===== src/rtl/gpu_cmd_issuer.sv =====
// Purpose : queue CPU clear/draw requests and issue them one at a time on the gpu_* bus.
// Latency : request accepted at edge N on an empty queue with an idle gpu -> submit pulse from edge N+1.
// Backpr. : req_ready = !fifo_full (registered count); one command in flight, gated by gpu_ready.
//
// Ports:
//   clk, rst             clock; asynchronous active-high reset
//   req_valid/req_ready  request handshake from the core
//   req_cmd/offset/x/y/length  request fields (DRAW fields are masked on accept)
//   gpu_cmd, gpu_draw_*  registered command bus, loaded on submit, held while in flight
//   gpu_cmd_submitted    1-cycle submit pulse
//   gpu_ready            gpu idle / accepting
//   cmd_done             1-cycle pulse per retired command
//   idle                 queue empty and no command in flight
//   err_timeout          sticky: a submit was never accepted by the gpu

// Generic synchronous FIFO with registered occupancy count.
// Latency: pushed entry visible at head the cycle after the push edge.
// Backpressure: caller must not push while full or pop while empty.
module gpu_cmd_fifo #(
   parameter int WIDTH = 44,
   parameter int DEPTH = 4
) (
   input  logic             clk,
   input  logic             rst,
   input  logic             push,
   input  logic [WIDTH-1:0] push_dat,
   input  logic             pop,
   output logic [WIDTH-1:0] head_dat,
   output logic             full,
   output logic             empty
);
   localparam int AW = $clog2(DEPTH);

   logic [WIDTH-1:0] mem [DEPTH];
   logic [AW-1:0]    wr_ptr;
   logic [AW-1:0]    rd_ptr;
   logic [AW:0]      count;

   always_ff @(posedge clk or posedge rst) begin
      if (rst) begin
         wr_ptr <= '0;
         rd_ptr <= '0;
         count  <= '0;
      end else begin
         if (push) wr_ptr <= wr_ptr + 1'b1;
         if (pop)  rd_ptr <= rd_ptr + 1'b1;
         case ({push, pop})
            2'b10:   count <= count + 1'b1;
            2'b01:   count <= count - 1'b1;
            default: ;
         endcase
      end
   end

   // Storage needs no reset: count gates every read.
   always_ff @(posedge clk) begin
      if (push) mem[wr_ptr] <= push_dat;
   end

   assign head_dat = mem[rd_ptr];
   assign full     = (count == (AW+1)'(DEPTH));
   assign empty    = (count == '0);
endmodule

module gpu_cmd_issuer #(
   parameter int FIFO_DEPTH     = 4,
   parameter int ACCEPT_TIMEOUT = 16
) (
   input  logic        clk,
   input  logic        rst,
   input  logic        req_valid,
   output logic        req_ready,
   input  logic [3:0]  req_cmd,
   input  logic [15:0] req_offset,
   input  logic [7:0]  req_x,
   input  logic [7:0]  req_y,
   input  logic [7:0]  req_length,
   output logic [3:0]  gpu_cmd,
   output logic [15:0] gpu_draw_offset,
   output logic [7:0]  gpu_draw_x,
   output logic [7:0]  gpu_draw_y,
   output logic [7:0]  gpu_draw_length,
   output logic        gpu_cmd_submitted,
   input  logic        gpu_ready,
   output logic        cmd_done,
   output logic        idle,
   output logic        err_timeout
);
   localparam logic [3:0] CMD_DRAW = 4'h2;
   localparam int         CW       = $clog2(ACCEPT_TIMEOUT);

   typedef struct packed {
      logic [3:0]  cmd;
      logic [15:0] offset;
      logic [7:0]  x;
      logic [7:0]  y;
      logic [7:0]  length;
   } entry_t;

   typedef enum logic [1:0] {
      S_IDLE,
      S_WAIT_ACCEPT,
      S_WAIT_DONE
   } state_t;

   state_t  state;
   state_t  next_state;
   entry_t  in_entry;
   entry_t  head;
   logic    fifo_full;
   logic    fifo_empty;
   logic    accept;
   logic    push;
   logic    load;
   logic    cnt_inc;
   logic    set_timeout;
   logic    set_done;
   logic [CW-1:0] cnt;

   // ---------------- enqueue path ----------------
   assign req_ready = !fifo_full;
   assign accept    = req_valid && req_ready;

   // DRAW start coordinates wrap to the 64x32 screen; rows limited to 15.
   always_comb begin
      in_entry.cmd    = req_cmd;
      in_entry.offset = req_offset;
      in_entry.x      = req_x;
      in_entry.y      = req_y;
      in_entry.length = req_length;
      if (req_cmd == CMD_DRAW) begin
         in_entry.x      = req_x & 8'h3F;
         in_entry.y      = req_y & 8'h1F;
         in_entry.length = req_length & 8'h0F;
      end
   end

   // A zero-row draw is a no-op: handshake completes but nothing is queued.
   assign push = accept && !((req_cmd == CMD_DRAW) && (in_entry.length == 8'h00));

   gpu_cmd_fifo #(
      .WIDTH ($bits(entry_t)),
      .DEPTH (FIFO_DEPTH)
   ) u_fifo (
      .clk      (clk),
      .rst      (rst),
      .push     (push),
      .push_dat (in_entry),
      .pop      (load),
      .head_dat (head),
      .full     (fifo_full),
      .empty    (fifo_empty)
   );

   // ---------------- issue FSM ----------------
   always_ff @(posedge clk or posedge rst) begin
      if (rst) state <= S_IDLE;
      else     state <= next_state;
   end

   always_comb begin
      next_state  = state;
      load        = 1'b0;
      cnt_inc     = 1'b0;
      set_timeout = 1'b0;
      set_done    = 1'b0;
      case (state)
         S_IDLE: begin
            if (!fifo_empty && gpu_ready) begin
               load       = 1'b1;
               next_state = S_WAIT_ACCEPT;
            end
         end
         S_WAIT_ACCEPT: begin
            // gpu_ready is still high on the first edge here; that only counts.
            if (!gpu_ready) begin
               next_state = S_WAIT_DONE;
            end else if (cnt == CW'(ACCEPT_TIMEOUT - 1)) begin
               set_timeout = 1'b1;
               next_state  = S_IDLE;
            end else begin
               cnt_inc = 1'b1;
            end
         end
         S_WAIT_DONE: begin
            if (gpu_ready) begin
               set_done   = 1'b1;
               next_state = S_IDLE;
            end
         end
         default: next_state = S_IDLE;
      endcase
   end

   // ---------------- registered outputs ----------------
   always_ff @(posedge clk or posedge rst) begin
      if (rst) begin
         gpu_cmd           <= '0;
         gpu_draw_offset   <= '0;
         gpu_draw_x        <= '0;
         gpu_draw_y        <= '0;
         gpu_draw_length   <= '0;
         gpu_cmd_submitted <= 1'b0;
         cmd_done          <= 1'b0;
         err_timeout       <= 1'b0;
         cnt               <= '0;
      end else begin
         // Bus only changes on a load, so it is stable for the whole flight.
         if (load) begin
            gpu_cmd         <= head.cmd;
            gpu_draw_offset <= head.offset;
            gpu_draw_x      <= head.x;
            gpu_draw_y      <= head.y;
            gpu_draw_length <= head.length;
         end
         gpu_cmd_submitted <= load;
         cmd_done          <= set_done;
         if (set_timeout) err_timeout <= 1'b1;
         if (load)         cnt <= '0;
         else if (cnt_inc) cnt <= cnt + 1'b1;
      end
   end

   assign idle = fifo_empty && (state == S_IDLE);
endmodule

===== config.mk =====
export PLATFORM = sky130hd
export DESIGN_NAME = gpu_cmd_issuer
export DESIGN_NICKNAME = d
export VERILOG_FILES = /design/src/rtl/gpu_cmd_issuer.sv
export SDC_FILE = /design/constraint.sdc
export NUM_CORES = 1
export LEC_CHECK = 0
export ABC_CLOCK_PERIOD_IN_PS = 2500
export CORE_MARGIN = 2
export CORE_UTILIZATION = 45
export CTS_CLUSTER_SIZE = 24
export DETAILED_ROUTE_END_ITERATION = 10
export DONT_BUFFER_PORTS = 1
export PLACE_DENSITY = 0.63
export SYNTH_ARGS = -nofsm -noshare
export SYNTH_HDL_FRONTEND = slang
export SYNTH_SLANG_ARGS = --single-unit

===== constraint.sdc =====
create_clock -name clk -period 2.5 [get_ports clk]
set_input_delay 0.5 -clock clk [delete_from_list [all_inputs] [get_ports clk]]
set_output_delay 0.5 -clock clk [all_outputs]
set_load 0.02 [all_outputs]

==> results of run 1 <==
==> final cells by class <==
cell class / count / area, sq um
repair buffers: 18 / 210
flip-flops and latches: 236 / 6790
inverters: 9 / 35.0
clock inverters: 16 / 165
fillers: 1547 / 9200
clock buffers: 30 / 674
well taps: 265 / 332
multi-input cells: 148 / 1990
==> worst max-delay path, cell delays in order, from the launching register on <==
cell and delay, ns:
dfrtp_1 0.43, or3_4 0.43, nor3_1 0.23, buf_4 0.20
==> metal layers <==
metal	routed length (microns)	global-route usage, %	part of all wire (%)
met1	6780	20.5	42
met2	8250	27.8	51
met3	902	3.84	5.5
met4	354	5.06	2.2
met5	0	0	0
==> synth_stat cells (3+ instances only) <==
master    number  area share [%]
a21oi_1        3            0.17
nor3_1         3            0.17
mux4_2        44              11
ha_1           6            0.84
and2_1         4            0.28
buf_2          7            0.39
mux2_4         5            0.84
edfxtp_1     176              59
xnor2_1        5            0.49
mux2_2        40             5.1
nor2_1         4            0.17
clkbuf_1       4            0.17
inv_1          8            0.34
o21ai_0        3            0.17
dfrtp_1       60              17
nor2b_1        9            0.63
==> where the power goes <==
part	internal [mW]	leakage, nW	switching [mW]	total (mW)
logic	1.65	0.828	1.32	2.97
clock network	2.23	0.404	1.46	3.70
registers	5.35	2.33	1.09	6.44
==> flip-flops by register name, summed over array words and instances (netlist names), 2 cells and up <==
signal / count
cnt: 4
gpu_cmd: 4
gpu_draw_length: 8
gpu_draw_offset: 16
gpu_draw_x: 8
gpu_draw_y: 8
state: 2
u_fifo.count: 3
u_fifo.mem: 176
u_fifo.rd_ptr: 2
u_fifo.wr_ptr: 2
==> logic make-up after synthesis <==
family	after synthesis
AOI/OAI and AO/OA	10
buffers and inverters	24
muxes	90
and+or+nand+nor	34
adders and majority gates	7
xor gates and xnor gates	7
DFF	236
==> worst paths after layout <==
path	endpoint	cells after the start
worst max register to register	u_fifo.mem[1][11]	5
worst min register to register	u_fifo.count[0]	1
worst max-delay path	idle	3
max in group asynchronous	gpu_draw_x[7]	2
min in group clk	state[1]	1
worst min-delay path	gpu_draw_length[4]	1
==> per-stage QoR <==
| stage | utilization [%] | hold WS, ns | power [mW] | worst slack (ns) |
|---|---|---|---|---|
| finish | 52.6 | 0.00422 | 13.1 | 0.202 |
| CTS | 52.6 | 0.0300 | 13.3 | 0.220 |
| detailed placement | 48.2 | 0.502 | 9.59 | 0.125 |
| global route | 52.6 | 0.0321 | 13.8 | 0.148 |
| floorplan | - | 0.456 | 8.62 | 0.251 |
| global placement | 48.2 | 0.478 | 9.48 | 0.258 |
==> qor.yml, run 1 <==
outcome: "finished, final reports clean"
synth_edf_count: 176
synthAdderAreaFrac_pct: 1.07
synth_xor_area_share_pct: 0.689
area_growth_syn_to_layout_pct: 14.7
layout_common_cells: "176 x edfxtp_1, 58 x dfrtp_1, 44 x mux4_2"
ctsResizeCount: 0
antenna_found_initial: 0
setup_violations: 0
final_common_cell: "edfxtp_1"
cp_max_fo: 4
die_y_microns: 145
synth_top_family_by_area: "multiplexers"
period_share_pct: 91.9
dp_hpwl_microns: 9790
synthMuxAreaShare_pct: 17.2
end_kind: "output port"
timing.fmax_ghz: 0.435
postCtsSetupBuffers: 0
drive_gt1_share_pct: 35.0
fin_nets: 493
skew_ns: 0.00589
syn_inst: 408
cts_root_buf: "clkbuf_16"
syn_nets: 463
grt_max_degree: 50
fin_crit_ns: 2.30
design_area_sq_um: 10200
cts.clk_slew.worst_paths_ns: 0.06
cp-startpoint: "u_fifo.count[2]"
drtAntennaViolNets: 0
grt_pass1_vias: 4323
startpoint_type: "flip-flop"
n_antenna_cell: 0
maxCapViolCount: 0
numClockSinks: 236
slew_headroom_pct: 43.5
hold_buffers: 0
port_buffers: 0
seq_area_frac_synth_pct: 76.3
yosysUniqueCellTypes: 38
avgViaCountPerCell: 5.34
start_util_pct: 45.8
netlist_area_sq_um: 8890
tightestPinTransition_ns: 0.847
synthSimpleGateAreaFrac_pct: 2.62
cts_buffers: 25
worst_ep_arrival_time_ns: 1.80
ys_ff_latch: 236
yosys_warnings: 0
powerDensity_nw_per_um2: 1290
detail_route.iter0.violations: 164
r2r-start: "u_fifo.count[0]"
crit_type: "flip-flop to output port"
final_cells: 722
vdd_drop_max_mv: 0.830
cts.path.max_buffers: 3
wl_microns: 16300
cts_tree: "yes"
grt_pass1_wl_microns: 24800
p_leak_nw: 3.56
async_flop_share_pct: 25.4
placed_area_sq_um: 9360
grt_setup_unrepaired: "no"
io_pins: 97
worstSkewPairLatency_ns: 0.52
gp_congestion: 0.712
num_rows: 51
avgSynthCellArea_sq_um: 21.8
drv_slew: 0
dieArea_sq_um: 20900
synth-compound-area-share_pct: 0.774
place_inst: 676
core_sq_um: 19400
finalSetupTns_ns: 0
grt-ovfl-total: 0
ff2ff_setup_slack_ns: 0.43
worstPathRequired_ns: 2.00
track_usage_pct: 16.2
drt_pass1_iterations: 4
finalHoldViolCount: 0
drc: 0
ys.flop_type: "edfxtp_1"
hold_class: "primary input to asynchronous set/reset pin"
wl_per_cell_microns: 22.6
htreeDepth: 1
die_w_microns: 145
vias: 3856
Note: power is estimated with default switching activity, not from simulation.
==> inputs of run 2 (changes only) <==
HOLD_SLACK_MARGIN = 0.1   (was not set)
==> qor.yml, run 2 (same netlist as run 1, synthesis figures left out) <==
outcome: "finished, final reports clean"
finalSetupTns_ns: 0  # unchanged
die_w_microns: 145  # unchanged
worstSkewPairLatency_ns: 0.51  # about the same
dieArea_sq_um: 20900  # unchanged
grt_max_degree: 50  # unchanged
fin_nets: 530  # +7.5%
crit_type: "flip-flop to output port"
drt_pass1_iterations: 4  # unchanged
skew_ns: 0.00384  # -0.00205 ns
met2_length_microns: 8390  # +1.7%
numClockSinks: 236  # unchanged
fin_crit_ns: 2.27  # -0.0270 ns
top_regs: "u_fifo.mem: 176 flops, gpu_draw_offset: 16 flops"
gp_congestion: 0.712  # unchanged
cts.path.max_buffers: 3  # unchanged
powerDensity_nw_per_um2: 1250  # -3.0%
cts_tree: "yes"
cp_max_fo: 4  # unchanged
power_frac_seq_pct: 48.9  # -0.2 points
critPathMaxStageDelay_ns: 0.43  # about the same
end_kind: "output port"
hold_path_depth: 2
antenna_found_initial: 1  # +1
avgViaCountPerCell: 5.31  # -0.66%
finalHoldViolCount: 0  # unchanged
final_common_cell: "edfxtp_1"
dp_hpwl_microns: 9790  # unchanged
wl_per_cell_microns: 21.7  # -3.7%
vias: 4032  # +4.6%
total_power_mw: 13.2  # +0.54%
drv_slew: 0  # unchanged
path_buf_inv: 1  # unchanged
setup_violations: 0  # unchanged
layout_common_cells: "176 x edfxtp_1, 58 x dfrtp_1, 44 x mux4_2"
maxCapViolCount: 0  # unchanged
worstPathRequired_ns: 2.00  # about the same
pwr-share-comb_pct: 23.1  # +0.4 points
port_buffers: 0  # unchanged
grt_pass1_vias: 4451  # +3.0%
p_leak_nw: 3.72  # +4.3%
maxUsedRoutingLayer: "met4"
ctsResizeCount: 0  # unchanged
startpoint_type: "flip-flop"
drtAntennaViolNets: 0  # unchanged
largest_reg_flops: 176  # unchanged
whs_ns: 0.156  # +0.152 ns
core_sq_um: 19400  # unchanged
period_share_pct: 90.8  # -1.1 points
r2r_end: "u_fifo.mem[1][11]"
p_int_mw: 9.27  # +0.41%
rr_worst_depth: 5  # unchanged
top_register: "u_fifo.mem"
final_cells: 760  # +5.3%
num_rows: 51  # unchanged
place_inst: 676  # unchanged
htreeDepth: 1  # unchanged
die_y_microns: 145  # unchanged
vdd_drop_max_mv: 0.833  # +0.38%
hold_end: "u_fifo.rd_ptr[1]"
detail_route.iter0.violations: 184  # +12%
met1_length_microns: 6940  # +2.3%
cp-startpoint: "u_fifo.count[2]"
drc: 0  # unchanged
p_clk_share_pct: 28.1  # about the same
hold_class: "primary input to flip-flop"
timing.fmax_ghz: 0.440  # +1.2%
grt-ovfl-total: 0  # unchanged
p_switching_mw: 3.91  # +0.83%
cts.clk_slew.worst_paths_ns: 0.06  # about the same
slew_headroom_pct: 44.5  # +1.0 points
tightestPinTransition_ns: 0.831  # -0.0163 ns
grt_setup_unrepaired: "no"
critPathSlowestCell: "dfrtp_1"
hold_start: "gpu_ready"
grt_pass1_wl_microns: 25500  # +2.6%
path_delay_family: "simple AND/OR/NAND/NOR gates"
io_pins: 97  # unchanged
start_util_pct: 45.8  # unchanged
crit_chain: "or3_4 > nor3_1 > buf_4"
dr_wl_met3_microns: 799  # -11%
wl_microns: 16500  # +1.3%
switching_share_pct: 29.7  # +0.087 points
r2r-start: "u_fifo.count[0]"
area_growth_syn_to_layout_pct: 18.9
drive_gt1_share_pct: 32.4  # -2.6 points
ff2ff_setup_slack_ns: 0.43  # about the same
cts_buffers: 25  # unchanged
track_usage_pct: 16.5  # +0.36 points
cts_root_buf: "clkbuf_16"
worst_ep_arrival_time_ns: 1.77  # -0.03 ns
==> run 2: changes by cell type in the layout (fill, tap and decap cells not counted), sizes merged <==
cell / before / now
dlygate4sd3: 0 / 37
diode: 0 / 1
==> run 2: worst max-delay path by stage <==
stage,end,slack [ns],cells after the start
after floorplan,u_fifo.count[2],0.25,9
after global placement,u_fifo.count[2],0.26,9
after detailed placement,u_fifo.count[2],0.12,9
after CTS,idle,0.22,3
after global routing,idle,0.15,3
final,idle,0.23,3
==> run 2: power groups by stage <==
| stage | registers [mW] | logic [mW] | clock network, mW |
|---|---|---|---|
| 2_1_floorplan | 6.20 | 2.42 | 0 |
| 6_report | 6.44 | 3.04 | 3.70 |
| 5_1_grt | 6.57 | 3.31 | 3.95 |
| 3_3_place_gp | 6.50 | 2.98 | 0 |
| 4_1_cts | 6.48 | 3.12 | 3.79 |
| 3_5_place_dp | 6.55 | 3.04 | 0 |
==> run 2: timing repair <==
item | in CTS | in global routing
endpoints found under the hold margin | 180 | 0
setup buffers | 0 | 0
hold buffers | 37 | 0
==> run 2: per-stage QoR <==
| step | utilization (%) | instance area (sq um) | setup slack, ns |
|---|---|---|---|
| after global placement | 48.2 | 9360 | 0.258 |
| after detailed placement | 48.2 | 9360 | 0.125 |
| after CTS | 54.5 | 10600 | 0.220 |
| final | 54.5 | 10600 | 0.229 |
| after floorplan | - | 8900 | 0.251 |
| after global routing | 54.5 | 10600 | 0.148 |
==> run 2: layout make-up <==
class	count	area [sq um]
diodes	1	2.50
clock buffers	30	674
clock inverters	16	165
fillers	1524	8830
inverters	9	35.0
multi-input cells	148	1990
flip-flops and latches	236	6790
well taps	265	332
repair buffers	55	581
==> run 2: metal layers <==
| layer | up-vias | GRT usage [%] |
|---|---|---|
| met3 | 33 | 3.44 |
| met4 | 0 | 5.16 |
| met1 | 2118 | 21.4 |
| met5 | - | 0 |
| li1 | 1777 | - |
| met2 | 104 | 28.3 |
==> inputs of run 3 (changes only) <==
SLEW_MARGIN = 20   (was not set)
==> results of run 3 <==
Same layout as run 2: the final DEF is identical, and so are final timing and power.
